==> config.mk <==
export PLATFORM = sky130hd
export DESIGN_NAME = cycle_term_gen
export DESIGN_NICKNAME = d
export VERILOG_FILES = /design/src/rtl/cycle_term_gen.sv
export SDC_FILE = /design/constraint.sdc
export NUM_CORES = 1
export LEC_CHECK = 0
export CAP_MARGIN = 40
export CELL_PAD_IN_SITES_DETAIL_PLACEMENT = 0
export CELL_PAD_IN_SITES_GLOBAL_PLACEMENT = 1
export CORE_MARGIN = 2
export CORE_UTILIZATION = 44
export DETAILED_ROUTE_END_ITERATION = 8
export PLACE_DENSITY_LB_ADDON = 0.1
export SYNTH_ARGS = -nofsm -noshare
export SYNTH_HDL_FRONTEND = slang
export SYNTH_SLANG_ARGS = --single-unit
==> constraint.sdc <==
create_clock -name CLK40 -period 3.46 [get_ports CLK40]
set_input_delay 0.692 -clock CLK40 [delete_from_list [all_inputs] [get_ports CLK40]]
set_output_delay 0.692 -clock CLK40 [all_outputs]
set_load 0.05 [all_outputs]
==> src/rtl/cycle_term_gen.sv <==
`timescale 1ns/1ps
// ---------------------------------------------------------------------------
// cycle_term_gen
//
// Generates the 68040 cycle-termination pair (TACKn / TEAn) for local-bus
// cycles that are bridged to PCI. It handles single-beat and burst transfers,
// ends a stalled cycle with TEA after a programmable number of not-ready
// cycles, and ends a cycle with TEA on an explicit abort. Every cycle finishes
// by driving both lines high for one cycle before the output enable drops, so
// the open lines are never left floating low.
//
// All state updates happen on the falling edge of CLK40.
//
// Parameters:
//   BEATS   - beats per burst cycle (>= 2); non-burst cycles are one beat
//   TO_W    - width of the not-ready timeout counter
//   TIMEOUT - consecutive not-ready cycles before TEA; 0 disables it
//
// Ports:
//   CLK40     in  40 MHz bus clock (falling edge active)
//   RESETn    in  asynchronous active-low reset
//   START     in  cycle-start strobe, only looked at while idle
//   BURST     in  burst qualifier, captured with START
//   RnW       in  direction (1 = read), captured with START
//   rd_ready  in  read data valid for the current beat
//   wr_ready  in  write data accepted for the current beat
//   ABORT     in  target error, ends the cycle with TEA
//   TACK_OUTn out transfer acknowledge, active low
//   TEA_OUTn  out transfer error acknowledge, active low
//   TERM_EN   out output enable for both termination lines
//   BEAT      out index of the current beat
//   BUSY      out high whenever a cycle is in progress
//   ERR       out one-cycle pulse coinciding with TEA
// ---------------------------------------------------------------------------
module cycle_term_gen #(
    parameter int BEATS   = 4,
    parameter int TO_W    = 8,
    parameter int TIMEOUT = 200
) (
    input  logic                     CLK40,
    input  logic                     RESETn,
    input  logic                     START,
    input  logic                     BURST,
    input  logic                     RnW,
    input  logic                     rd_ready,
    input  logic                     wr_ready,
    input  logic                     ABORT,
    output logic                     TACK_OUTn,
    output logic                     TEA_OUTn,
    output logic                     TERM_EN,
    output logic [$clog2(BEATS)-1:0] BEAT,
    output logic                     BUSY,
    output logic                     ERR
);

    localparam int              BW        = $clog2(BEATS);
    localparam logic [BW-1:0]   LAST_BEAT = BW'(BEATS - 1);
    localparam logic [TO_W-1:0] TO_LAST   = TO_W'(TIMEOUT - 1);
    localparam bit              TO_ENABLE = (TIMEOUT != 0);

    typedef enum logic [2:0] {
        S_IDLE,
        S_DATA,
        S_ERROR,
        S_NEGATE,
        S_RELEASE
    } state_t;

    state_t          state_q, state_d;
    logic            tack_q, tack_d;
    logic            tea_q, tea_d;
    logic            term_en_q, term_en_d;
    logic            err_q, err_d;
    logic            burst_q, burst_d;
    logic            rnw_q, rnw_d;
    logic [BW-1:0]   beat_q, beat_d;
    logic [TO_W-1:0] timer_q, timer_d;

    logic go;
    logic last_beat;
    logic timeout_hit;

    // Readiness follows the captured direction, never the live RnW pin.
    assign go          = rnw_q ? rd_ready : wr_ready;
    assign last_beat   = burst_q ? (beat_q == LAST_BEAT) : (beat_q == '0);
    assign timeout_hit = TO_ENABLE && (timer_q == TO_LAST) && !go;

    // State register and all output/latch flops.
    always_ff @(negedge CLK40 or negedge RESETn) begin
        if (!RESETn) begin
            state_q   <= S_IDLE;
            tack_q    <= 1'b1;
            tea_q     <= 1'b1;
            term_en_q <= 1'b0;
            err_q     <= 1'b0;
            burst_q   <= 1'b0;
            rnw_q     <= 1'b0;
            beat_q    <= '0;
            timer_q   <= '0;
        end else begin
            state_q   <= state_d;
            tack_q    <= tack_d;
            tea_q     <= tea_d;
            term_en_q <= term_en_d;
            err_q     <= err_d;
            burst_q   <= burst_d;
            rnw_q     <= rnw_d;
            beat_q    <= beat_d;
            timer_q   <= timer_d;
        end
    end

    // Next-state logic. Abort and timeout take priority over an acknowledge.
    always_comb begin
        state_d = state_q;
        case (state_q)
            S_IDLE:    if (START) state_d = S_DATA;
            S_DATA: begin
                if (ABORT || timeout_hit) begin
                    state_d = S_ERROR;
                end else if (go && last_beat) begin
                    state_d = S_NEGATE;
                end
            end
            S_ERROR:   state_d = S_NEGATE;
            S_NEGATE:  state_d = S_RELEASE;
            S_RELEASE: state_d = S_IDLE;
            default:   state_d = S_IDLE;
        endcase
    end

    // Output and datapath logic. TEA is low only for the single ERROR cycle;
    // NEGATE then re-drives both lines high before RELEASE drops the enable.
    always_comb begin
        tack_d    = tack_q;
        tea_d     = tea_q;
        term_en_d = term_en_q;
        err_d     = 1'b0;
        burst_d   = burst_q;
        rnw_d     = rnw_q;
        beat_d    = beat_q;
        timer_d   = timer_q;
        case (state_q)
            S_IDLE: begin
                if (START) begin
                    burst_d   = BURST;
                    rnw_d     = RnW;
                    beat_d    = '0;
                    timer_d   = '0;
                    term_en_d = 1'b1;
                    tack_d    = 1'b1;
                    tea_d     = 1'b1;
                end
            end
            S_DATA: begin
                if (ABORT || timeout_hit) begin
                    tea_d  = 1'b0;
                    tack_d = 1'b1;
                    err_d  = 1'b1;
                end else if (go) begin
                    tack_d  = 1'b0;
                    timer_d = '0;
                    if (!last_beat) begin
                        beat_d = beat_q + BW'(1);
                    end
                end else begin
                    tack_d = 1'b1;
                    if (timer_q != '1) begin
                        timer_d = timer_q + TO_W'(1);
                    end
                end
            end
            S_ERROR: begin
                tea_d = 1'b1;
            end
            S_NEGATE: begin
                tack_d = 1'b1;
                tea_d  = 1'b1;
            end
            S_RELEASE: begin
                term_en_d = 1'b0;
                beat_d    = '0;
            end
            default: begin
                term_en_d = 1'b0;
            end
        endcase
    end

    assign TACK_OUTn = tack_q;
    assign TEA_OUTn  = tea_q;
    assign TERM_EN   = term_en_q;
    assign BEAT      = beat_q;
    assign BUSY      = (state_q != S_IDLE);
    assign ERR       = err_q;

endmodule

==> impl_metrics.json, run 1 <==
{
  "cts_buffers": 3,
  "die_area_sq_um": 2960,
  "pin_count": 15,
  "clock-root-buffer": "clkbuf_4",
  "r2r_start": "state_q[2]",
  "yosysMostFrequentCell": "dfrtn_1",
  "drive_gt1_frac": 0.294,
  "cts_hold_buf": 0,
  "via_count": 1063,
  "ys_warn_count": 0,
  "crit_chain": "or3_1 -> buf_6",
  "startpoint_type": "flop",
  "clockBufferDepth": 2,
  "min_to": "timer_q[6]",
  "grt_first_pass_wirelength_um": 4710,
  "drcViolationCount": 0,
  "clock_skew_ps": 59.7,
  "slew_headroom": 0.636,
  "finalWirelength_um": 2760,
  "drt_iter0_drc": 25,
  "synth_nets": 130,
  "synth_top_area_frac": 0.381,
  "async_flop_share": 1.00,
  "dp_hpwl_um": 1990,
  "die_w_um": 54.4,
  "synth_area_leader_cell": "dfrtn_1",
  "rrSetupSlack_ps": 1450,
  "viasPerCell": 5.81,
  "grt_max_degree": 20,
  "synth_edf_count": 0,
  "synth_cell_types": 40,
  "ys.flop_type": "dfrtn_1",
  "syn_inst": 119,
  "rsz0062_at_grt": "true",
  "power.switching_w": 0.000539,
  "rows": 18,
  "clock-sinks": 19,
  "violations": "setup timing",
  "reg2regPathDepth": 6,
  "ys_ff_latch": 19,
  "seqPwrFrac": 0.289,
  "reg2reg_to": "BEAT[0]",
  "slowest_stage": "or3_1",
  "crit_buf_inv": 1,
  "synthTopCellsByArea": "dfrtn_1, mux2_2, dfstp_2",
  "syn_area_per_cell_sq_um": 9.38,
  "clk_pin_slew_ps": 80,
  "hp-start": "timer_q[6]",
  "p_int_w": 0.000728,
  "antenna_left": 0,
  "cts_tree": "yes",
  "grt.total_usage": 0.221,
  "ys_seq_area_frac": 0.428,
  "peakVddDrop_mv": 0.554,
  "drtPass1Iterations": 4,
  "leakage_nw": 0.715,
  "synth_area_sq_um": 1120,
  "dp.cells": 173,
  "num_antenna_cells": 0,
  "p_clk_frac": 0.100,
  "switching_share": 0.425,
  "synthToLayoutAreaGrowth_pct": 40.5,
  "worstMarginPinSlew_ps": 543,
  "drv_cap": 0,
  "ff_latch_area_sq_um": 478,
  "h-tree-depth": 1,
  "netlist_top_cells_count": "dfrtn_1, nor2_1, inv_1, nand2_1, nand3_1",
  "finalSetupTns_ps": -176,
  "holdPathStages": 1,
  "grt_antenna_before_repair": 0,
  "nFillCells": 213,
  "final_core_util": 0.645,
  "avgRoutedWirePerCell_um": 15.1,
  "setup_ws_ps": -167,
  "gp_congestion": 0.775,
  "arrival_ps": 2940,
  "pwr-share-comb": 0.612,
  "worstSkewPairLatency_ps": 360,
  "hold_class": "reg -> reg",
  "slew_viol_final": 0,
  "setup_viol_count_final": 2,
  "die_h_um": 54.4,
  "cp.required_ps": 2770,
  "p_per_area_nw_per_um2": 808,
  "multi_input_area_sq_um": 623,
  "core_area_sq_um": 2430,
  "run_status": "finished, violations left",
  "instances_no_fill": 183,
  "endpoint_kind": "output pin",
  "grt_pass1_vias": 1095,
  "cpLargestDelayFamily": "simple AND/OR/NAND/NOR gates",
  "worst-setup-path-type": "reg -> out",
  "path_max_fanout": 2,
  "grt_overflow": 0,
  "cp_slowest_stage_delay_ps": 390,
  "initial_core_util": 0.459,
  "io_buffers": 14,
  "num-nets-final": 165,
  "hold_violations": 0
}
-- power groups by stage --
stage          Combinational, W   Clock (W)  Sequential (W)
2_1_floorplan          0.000373  0.00000543        0.000442
3_3_place_gp           0.000711  0.00000543        0.000367
3_5_place_dp           0.000721  0.00000543        0.000369
4_1_cts                0.000758    0.000129        0.000366
5_1_grt                0.000843    0.000135        0.000373
6_report               0.000775    0.000126        0.000366
-- final cells by class --
type	instances	area share
multi-input combinational	86	0.397
sequential	19	0.305
tap	30	0.0239
clock inverter	3	0.00718
timing repair buffer	35	0.235
inverter	7	0.0168
clock buffer	3	0.0144
-- worst max path at each step --
stage	slack (ps)	cells past startpoint	from	endpoint
5_1_grt	-190	2	state_q[0]	BUSY
6_report	-170	2	state_q[0]	BUSY
2_1_floorplan	-110	4	wr_ready	BEAT[0]
3_3_place_gp	-520	5	wr_ready	BEAT[0]
3_5_place_dp	-550	6	wr_ready	timer_q[2]
4_1_cts	-170	2	state_q[2]	BUSY
-- registers in the layout, summed over array words and instances (netlist names) --
name	flops
timer_q	8
state_q	3
BEAT	2
ERR	1
TACK_OUTn	1
TEA_OUTn	1
TERM_EN	1
burst_q	1
rnw_q	1
-- layer usage --
layer / part of all wire / global-route usage / wire (um) / vias to the layer above
li1: - / - / - / 501
met1: 0.42 / 0.259 / 1170 / 523
met2: 0.52 / 0.396 / 1440 / 29
met3: 0.037 / 0.0301 / 103 / 10
met4: 0.018 / 0.100 / 50 / 0
met5: 0 / 0 / 0 / -
-- worst reg2reg max path, delay by kind of cell, from the launching register on --
| kind | cells | cell delay (ps) |
|---|---|---|
| buf+inv | 2 | 290 |
| simple gates | 3 | 920 |
| mux | 1 | 310 |
| flops | 1 | 350 |
-- logic make-up (layout without fill, tap and decap cells) --
kind of cell / after synthesis / in the layout / synth area share
AO/OA/AOI/OAI: 26 / 26 / 0.165
adder cells (fa/ha/maj): 3 / 3 / 0.0336
buffers and inverters: 14 / 48 / 0.0549
flip-flops: 19 / 19 / 0.428
multiplexers: 9 / 9 / 0.0863
AND/OR/NAND/NOR: 48 / 48 / 0.232
-- metrics by stage --
stage	power, W	instance area [sq um]	setup WS, ps	hold WS [ps]
after floorplan	0.000820	1140	-111	414
after global placement	0.00108	1480	-515	446
after detailed placement	0.00110	1480	-547	466
after CTS	0.00125	1550	-167	467
after global routing	0.00135	1570	-187	478
final	0.00127	1570	-167	477
-- cells in the final DEF, fill, tap and decap left out, types with 2 or more instances in the layout --
cell type         n
inv_1             9
mux2_4            2
o21ai_0           4
a21oi_1           5
dfstp_2           2
mux2i_1           4
mux2_2            3
nor2_1           10
dfrtn_1          17
ha_1              3
clkdlybuf4s50_1   3
clkdlybuf4s15_1   2
and2_1            2
nand2b_1          2
nand2_1           6
nand4_1           3
clkbuf_4          3
buf_4            20
nand3_1           6
nor3_1            5
and3_1            4
dlygate4sd2_1     2
o21ai_1           2
buf_12            7
o31ai_1           3
-- repair_timing --
item                                    CTS  global route
pin swaps                                 5             2
endpoints found under the setup margin   15             7
hold endpoints to repair                  0             0
gates resized for setup                  10             2
buffers inserted                          3             2
Note: power is estimated with default switching activity, not from simulation.
==> inputs of run 2 (changes only) <==
SKIP_CTS_REPAIR_TIMING = 1   (was not set)
==> impl_metrics.json, run 2 (synthesis results as in run 1) <==
{
  "clockBufferDepth": 2,
  "die_w_um": 54.4,
  "largest_register_ff_count": 8,
  "reg2regPathDepth": 5,
  "slew_viol_final": 0,
  "cts_tree": "yes",
  "drcViolationCount": 0,
  "regMostFlops": "timer_q",
  "worstSkewPairLatency_ps": 360,
  "cts_buffers": 3,
  "grt_overflow": 0,
  "core_area_sq_um": 2430,
  "synthToLayoutAreaGrowth_pct": 40.0,
  "clock-root-buffer": "clkbuf_4",
  "setup_viol_count_final": 2,
  "drv_cap": 0,
  "finalSetupTns_ps": -168,
  "holdPathStages": 1,
  "via_count": 1029,
  "num_antenna_cells": 0,
  "antenna_left": 0,
  "p_per_area_nw_per_um2": 802,
  "avgRoutedWirePerCell_um": 15.0,
  "worst-setup-path-type": "reg -> out",
  "startpoint_type": "flop",
  "grt_antenna_before_repair": 0,
  "finalWirelength_um": 2690,
  "leakage_nw": 0.732,
  "setup_ws_ps": -161,
  "io_buffers": 14,
  "clock-sinks": 19,
  "crit_buf_inv": 1,
  "rsz0062_at_grt": "true",
  "slowest_stage": "or3_4",
  "total_power_w": 0.00125,
  "num-nets-final": 162,
  "pin_count": 15,
  "hold_class": "reg -> reg",
  "hold_ws_ps": 477,
  "grt_first_pass_wirelength_um": 4550,
  "cpLargestDelayFamily": "simple AND/OR/NAND/NOR gates",
  "arrival_ps": 2930,
  "worstMarginPinSlew_ps": 537,
  "dp_hpwl_um": 1990,
  "crit_chain": "or3_4 -> buf_8",
  "path_max_fanout": 2,
  "clk_pin_slew_ps": 80,
  "peakVddDrop_mv": 0.522,
  "initial_core_util": 0.459,
  "viasPerCell": 5.72,
  "run_status": "finished, violations left",
  "endpoint_kind": "output pin",
  "rows": 18,
  "final_cell_mix": "dfrtn_1, buf_4, nor2_1",
  "grt_pass1_vias": 1053,
  "slew_headroom": 0.640,
  "drt_iter0_drc": 10,
  "drtPass1Iterations": 4,
  "grt_max_degree": 20,
  "hold_violations": 0,
  "final_core_util": 0.642,
  "h-tree-depth": 1,
  "cp.depth": 2,
  "grt.total_usage": 0.213,
  "cp_slowest_stage_delay_ps": 390,
  "die_h_um": 54.4,
  "gp_congestion": 0.775,
  "clock_skew_ps": 60.3,
  "die_area_sq_um": 2960,
  "cp.required_ps": 2770,
  "drive_gt1_frac": 0.280,
  "nFillCells": 213,
  "violations": "setup timing"
}
## run 2: changes by cell type in the layout (fill, tap and decap cells not counted), moves of 2 or more
cell             change
dlymetal6s2s_1       +4
clkdlybuf4s15_1      -2
dlygate4sd2_1        -2
buf_4                -3
## run 2: power breakdown
group | internal, W | leakage (nW) | switching [W]
clock network | 0.0000450 | 0.0260 | 0.0000805
logic | 0.000372 | 0.461 | 0.000390
registers | 0.000303 | 0.245 | 0.0000623
total | 0.000720 | 0.732 | 0.000532
## run 2: area by class of cell
class,count,area [sq um],area share
tap,30,37.5,0.0240
clock inverter,3,11.3,0.00721
inverter,7,26.3,0.0168
clock buffer,3,22.5,0.0144
timing repair buffer,32,363,0.232
multi-input combinational,86,624,0.400
sequential,19,478,0.306
## run 2: path summary, 6_finish.rpt
check / to / startpoint / slack (ps)
worst max-delay path: BUSY / state_q[0] / -160
worst min-delay path: timer_q[6] / timer_q[6] / 480
worst max register to register: BEAT[0] / state_q[0] / 1480
worst min register to register: timer_q[6] / timer_q[6] / 480
max in group asynchronous: TEA_OUTn / RESETn / 830
min in group asynchronous: timer_q[4] / RESETn / 2330
## run 2: routing by layer
metal | routed length, um | up-vias | part of all wire | global-route usage
met3 | 97 | 4 | 0.036 | 0.0273
met1 | 1160 | 509 | 0.43 | 0.259
met2 | 1420 | 21 | 0.53 | 0.378
met4 | 21 | 0 | 0.0078 | 0.0833
met5 | 0 | - | 0 | 0
li1 | - | 495 | - | -
## run 2: metrics by stage
| step | setup WS (ps) | std cells | cell area, sq um |
|---|---|---|---|
| 5_1_grt | -197 | 180 | 1560 |
| 3_5_place_dp | -547 | 173 | 1480 |
| 2_1_floorplan | -111 | 119 | 1140 |
| 3_3_place_gp | -515 | 173 | 1480 |
| 4_1_cts | -217 | 178 | 1510 |
| 6_report | -161 | 180 | 1560 |
